**src/rtl/vend_dispense_ctrl.sv**
```systemverilog
// Vending machine dispense controller.
// Accepts a vend request, checks per-product stock, drives the product motor
// for a fixed time, returns change as a train of 5-unit coin pulses and then
// strobes completion. A sold-out product skips straight to completion with a
// refund strobe. Stock counters are reloaded by reset or a restock pulse.
module vend_dispense_ctrl #(
  parameter int MOTOR_CYCLES = 4,
  parameter int COIN_CYCLES  = 2,
  parameter int STOCK_MAX    = 9
) (
  input  logic       clk,
  input  logic       rst_n,
  input  logic       vend_req,
  input  logic [1:0] vend_prod,
  input  logic [2:0] vend_change,
  input  logic       restock,
  input  logic [1:0] restock_prod,
  output logic [3:0] motor,
  output logic       coin_eject,
  output logic       vend_ack,
  output logic       refund,
  output logic       busy,
  output logic [3:0] sold_out
);

  typedef enum logic [2:0] {
    IDLE,
    CHECK,
    MOTOR,
    CHANGE,
    DONE
  } state_t;

  localparam logic [3:0] MOTOR_LOAD = 4'(MOTOR_CYCLES - 1);
  localparam logic [3:0] COIN_LOAD  = 4'(COIN_CYCLES - 1);
  localparam logic [3:0] STOCK_LOAD = 4'(STOCK_MAX);

  state_t     state;
  logic [1:0] prod;
  logic [1:0] coins;
  logic [3:0] cnt;
  logic [3:0] stock [4];
  logic       cur_empty;

  // Only one-hot change codes are meaningful; anything else returns no coins.
  function automatic logic [1:0] coin_count(input logic [2:0] code);
    case (code)
      3'b001:  coin_count = 2'd1;
      3'b010:  coin_count = 2'd2;
      3'b100:  coin_count = 2'd3;
      default: coin_count = 2'd0;
    endcase
  endfunction

  assign cur_empty = (stock[prod] == 4'd0);
  assign busy      = (state != IDLE);

  // Dispense sequencer: state, captured transaction and all strobe outputs.
  always_ff @(posedge clk or negedge rst_n) begin
    if (!rst_n) begin
      state      <= IDLE;
      prod       <= 2'd0;
      coins      <= 2'd0;
      cnt        <= 4'd0;
      motor      <= 4'b0000;
      coin_eject <= 1'b0;
      vend_ack   <= 1'b0;
      refund     <= 1'b0;
    end else begin
      case (state)
        IDLE: begin
          if (vend_req) begin
            prod  <= vend_prod;
            coins <= coin_count(vend_change);
            state <= CHECK;
          end
        end
        CHECK: begin
          if (cur_empty) begin
            vend_ack <= 1'b1;
            refund   <= 1'b1;
            state    <= DONE;
          end else begin
            motor <= 4'b0001 << prod;
            cnt   <= MOTOR_LOAD;
            state <= MOTOR;
          end
        end
        MOTOR: begin
          if (cnt == 4'd0) begin
            motor <= 4'b0000;
            if (coins != 2'd0) begin
              coin_eject <= 1'b1;
              cnt        <= COIN_LOAD;
              state      <= CHANGE;
            end else begin
              vend_ack <= 1'b1;
              state    <= DONE;
            end
          end else begin
            cnt <= cnt - 4'd1;
          end
        end
        CHANGE: begin
          if (coin_eject) begin
            if (cnt == 4'd0) begin
              coin_eject <= 1'b0;
            end else begin
              cnt <= cnt - 4'd1;
            end
          end else begin
            coins <= coins - 2'd1;
            if (coins == 2'd1) begin
              vend_ack <= 1'b1;
              state    <= DONE;
            end else begin
              coin_eject <= 1'b1;
              cnt        <= COIN_LOAD;
            end
          end
        end
        DONE: begin
          vend_ack <= 1'b0;
          refund   <= 1'b0;
          state    <= IDLE;
        end
        default: begin
          state <= IDLE;
        end
      endcase
    end
  end

  // Stock counters: restock reloads and wins over a same-cycle decrement.
  always_ff @(posedge clk or negedge rst_n) begin
    if (!rst_n) begin
      for (int i = 0; i < 4; i++) begin
        stock[i] <= STOCK_LOAD;
      end
    end else begin
      for (int i = 0; i < 4; i++) begin
        if (restock && (restock_prod == 2'(i))) begin
          stock[i] <= STOCK_LOAD;
        end else if ((state == CHECK) && (prod == 2'(i)) && (stock[i] != 4'd0)) begin
          stock[i] <= stock[i] - 4'd1;
        end
      end
    end
  end

  // Sold-out flags decoded straight from the stock registers.
  always_comb begin
    sold_out = 4'b0000;
    for (int i = 0; i < 4; i++) begin
      sold_out[i] = (stock[i] == 4'd0);
    end
  end

endmodule

```
**config.mk**
```make
export PLATFORM = sky130hd
export DESIGN_NAME = vend_dispense_ctrl
export DESIGN_NICKNAME = d
export VERILOG_FILES = /design/src/rtl/vend_dispense_ctrl.sv
export SDC_FILE = /design/constraint.sdc
export NUM_CORES = 1
export LEC_CHECK = 0
export CAP_MARGIN = 20
export CORE_ASPECT_RATIO = 1.25
export CORE_MARGIN = 3
export CORE_UTILIZATION = 60
export CTS_CLUSTER_SIZE = 12
export DETAILED_ROUTE_END_ITERATION = 7
export PLACE_DENSITY = 0.86
export SLEW_MARGIN = 20
export SYNTH_ARGS = -nofsm -noshare
export SYNTH_HDL_FRONTEND = slang
export SYNTH_SLANG_ARGS = --single-unit
```
**constraint.sdc**
```tcl
create_clock -name clk -period 3.3 [get_ports clk]
set_input_delay 0.66 -clock clk [delete_from_list [all_inputs] [get_ports clk]]
set_output_delay 0.66 -clock clk [all_outputs]
set_load 0.01 [all_outputs]
```
==> run_results.csv <==
group,metric,value,unit
outcome,outcome,"finished, final reports clean",
worst_setup_path,critical_path.max_fanout,3,
route,wire_per_inst,15.6,um
power,clockPowerShare,0.139,
finish,layout_common_cells,"dfrtp_1 (26), nand2_1 (25), clkdlybuf4s50_1 (22)",
sta,finalCritPeriodShare,0.824,
worst_setup_path,crit_arrival,2.06,ns
finish,diodes,0,
worst_setup_path,path_cells,"inv_1, ha_1, nor3b_1, clkdlybuf4s50_1",
sta,timing.clock.skew,0.0109,ns
sta,slew_viol_final,0,
floorplan,dieArea,0.00411,sq mm
global_routing,antenna_found_initial,0,
placed_design,placed_area,0.00227,sq mm
cts,clockBufferDepth,2,
yosys,synth_cells,214,
sta,worst_pin_slew,0.875,ns
yosys,synth_area,0.00202,sq mm
finish,mostFrequentLayoutCell,"dfrtp_1",
sta,finalCriticalPeriod,2.72,ns
worst_setup_path,crit_path_top_delay_cell,"clkdlybuf4s50_1",
yosys,synth_nets,234,
floorplan,start_util,0.656,
yosys,synth_cell_types,42,
finish,fin_cells,275,
yosys,ys.flop_type,"dfrtp_1",
yosys,yosys_warnings,0,
cts,cts.sinks,34,
yosys,async_reset_ff_frac,1.00,
global_routing,grt_pass1_wl,7480,um
sta,finalSetupTns,0,ns
finish,drive_above_1_share,0.121,
global_routing,grt_max_degree,35,
cts,cts_hold_buf,0,
power,switching_share,0.407,
finish,postLayoutCellArea,0.00233,sq mm
finish,syn2layout_area_growth,15.3,%
cts,cts_setup_buffers,0,
yosys,synth-seq-area-share,0.426,
placed_design,pre_cts_ws,0.957,ns
worst_setup_path,critPathLaunchType,"flip-flop",
power,p_seq_frac,0.426,
route,dr.pass1.iters,4,
cts,clk_latency,0.34,ns
floorplan,core-area,0.00308,sq mm
cts,htree_levels,2,
cts,cts_tree,"built",
cts,cts_made_buffers,5,
global_routing,grt_pass1_vias,1723,
power,p_int,1.04,mW
route,via_per_inst,5.99,
sta,finalHoldViolCount,0,
placed_design,place_inst,267,
worst_setup_path,critPathKind,"reg2out",
floorplan,die_w,57.9,um
power,totalPowerFinal,1.75,mW
yosys,synth-seq-cells,34,
sta,timing.fmax,368,MHz
finish,finalNetCount,258,
cts,cts_resized,0,
power,max-vdd-ir-drop,0.561,mV
sta,setup_ws,0.581,ns
global_routing,grt_overflow,0,
power,combPwrFrac,0.435,
sta,slew_headroom,0.415,
placed_design,port_buffers,22,
route,drt_first_iter_violations,62,
yosys,synth_edf_count,0,
job,maxCapViolCount,0,
route,totalWireLength,4300,um
worst_setup_path,max_stage_delay,0.64,ns
route,dr_total_vias,1646,
power,powerDensity,750,mW/mm^2
placed_design,place.gp.congestion,0.777,
global_routing,grtUsageTotal,0.233,
floorplan,rows,22,
sta,setup_viol,0,
hold_path,hold_path_class,"reg2reg",
yosys,avgSynthCellArea,9.45,sq um
route,drc_errors,0,
cts,cts-root-buf,"clkbuf_4",
route,final_antenna_net_count,0,
sta,grt_setup_unrepaired,"false",
floorplan,die_h,70.9,um
worst_setup_path,required,2.64,ns
cts,cts.clk_slew.worst_paths,0.10,ns
floorplan,io_pins,23,
worst_setup_path,cp-end-kind,"output port",
power,leakage,0.990,nW
power,p_sw,0.712,mW
placed_design,dp_hpwl,3280,um
-- worst max-delay path, delay by kind of cell, from the launching register on --
family / cells / cell delay (ns)
AND/OR/NAND/NOR: 1 / 0.42
adder cells (fa/ha/maj): 1 / 0.17
flip-flops: 1 / 0.41
buffers and inverters: 2 / 0.73
-- synthesized netlist by cell type (4+ instances only) --
library cell / number / area [sq um]
nor3_1: 7 / 35.0
o21ai_0: 16 / 80.1
nor3_4: 4 / 65.1
nor3b_1: 6 / 45.0
ha_1: 9 / 113
xnor2_1: 5 / 43.8
mux2i_1: 5 / 50.1
nor2_1: 12 / 45.0
nor4_1: 4 / 25.0
xor2_1: 5 / 43.8
clkbuf_1: 5 / 18.8
inv_1: 17 / 63.8
a21oi_1: 9 / 45.0
nand2b_1: 5 / 31.3
nand3_1: 6 / 30.0
nand2_1: 25 / 93.8
dfrtp_1: 26 / 651
dfstp_2: 8 / 210
and3_1: 6 / 37.5
-- layer usage --
metal  global-route usage  wire length (um)  part of all wire
met1                0.273              1760              0.41
met2                0.413              2330              0.54
met3               0.0511               147             0.034
met4               0.0799                71             0.017
met5                    0                 0                 0
-- cell type report --
type / instances / area (sq um)
multi-input cells: 157 / 1070
repair buffers: 23 / 228
well taps: 36 / 45.0
fillers: 240 / 752
inverters: 17 / 63.8
clock buffers: 7 / 55.1
flip-flops and latches: 34 / 861
clock inverters: 1 / 5.00
-- power groups by stage --
| stage | sequential (mW) | combinational [mW] | clock [mW] |
|---|---|---|---|
| 2_1_floorplan | 0.686 | 0.589 | 0 |
| 3_3_place_gp | 0.728 | 0.712 | 0 |
| 3_5_place_dp | 0.745 | 0.764 | 0 |
| 4_1_cts | 0.737 | 0.768 | 0.247 |
| 5_1_grt | 0.768 | 0.849 | 0.272 |
| 6_report | 0.744 | 0.761 | 0.243 |
-- logic make-up after synthesis --
| group | share of synthesized area |
|---|---|
| AND/OR/NAND/NOR | 0.249 |
| AO/OA/AOI/OAI | 0.128 |
| flip-flops | 0.426 |
| buffers and inverters | 0.0433 |
| XOR/XNOR | 0.0433 |
| multiplexers | 0.0545 |
| adder cells (fa/ha/maj) | 0.0557 |
-- registers in the layout, summed over array words and instances (netlist names) --
| name | cells |
|---|---|
| prod | 2 |
| state | 3 |
| vend_ack | 1 |
| cnt | 4 |
| stock | 16 |
| refund | 1 |
| coin_eject | 1 |
| motor | 4 |
| coins | 2 |
-- final timing paths --
path | end | start | slack, ns | depth (start not counted)
setup / recovery | sold_out[1] | stock[9] | 0.58 | 4
hold / removal | coins[1] | coins[1] | 0.51 | 1
setup reg to reg | stock[10] | state[0] | 1.20 | 5
hold reg to reg | coins[1] | coins[1] | 0.51 | 1
max in group asynchronous | stock[8] | rst_n | 2.23 | 2
min in group asynchronous | coin_eject | rst_n | 0.71 | 2
-- per-stage QoR --
stage                     hold WS (ns)  utilization
after floorplan                  0.364            -
after global placement           0.474        0.737
final                            0.506        0.756
after global routing             0.525        0.756
after detailed placement         0.483        0.737
after CTS                        0.504        0.756
Note: power is estimated with default switching activity, not from simulation.
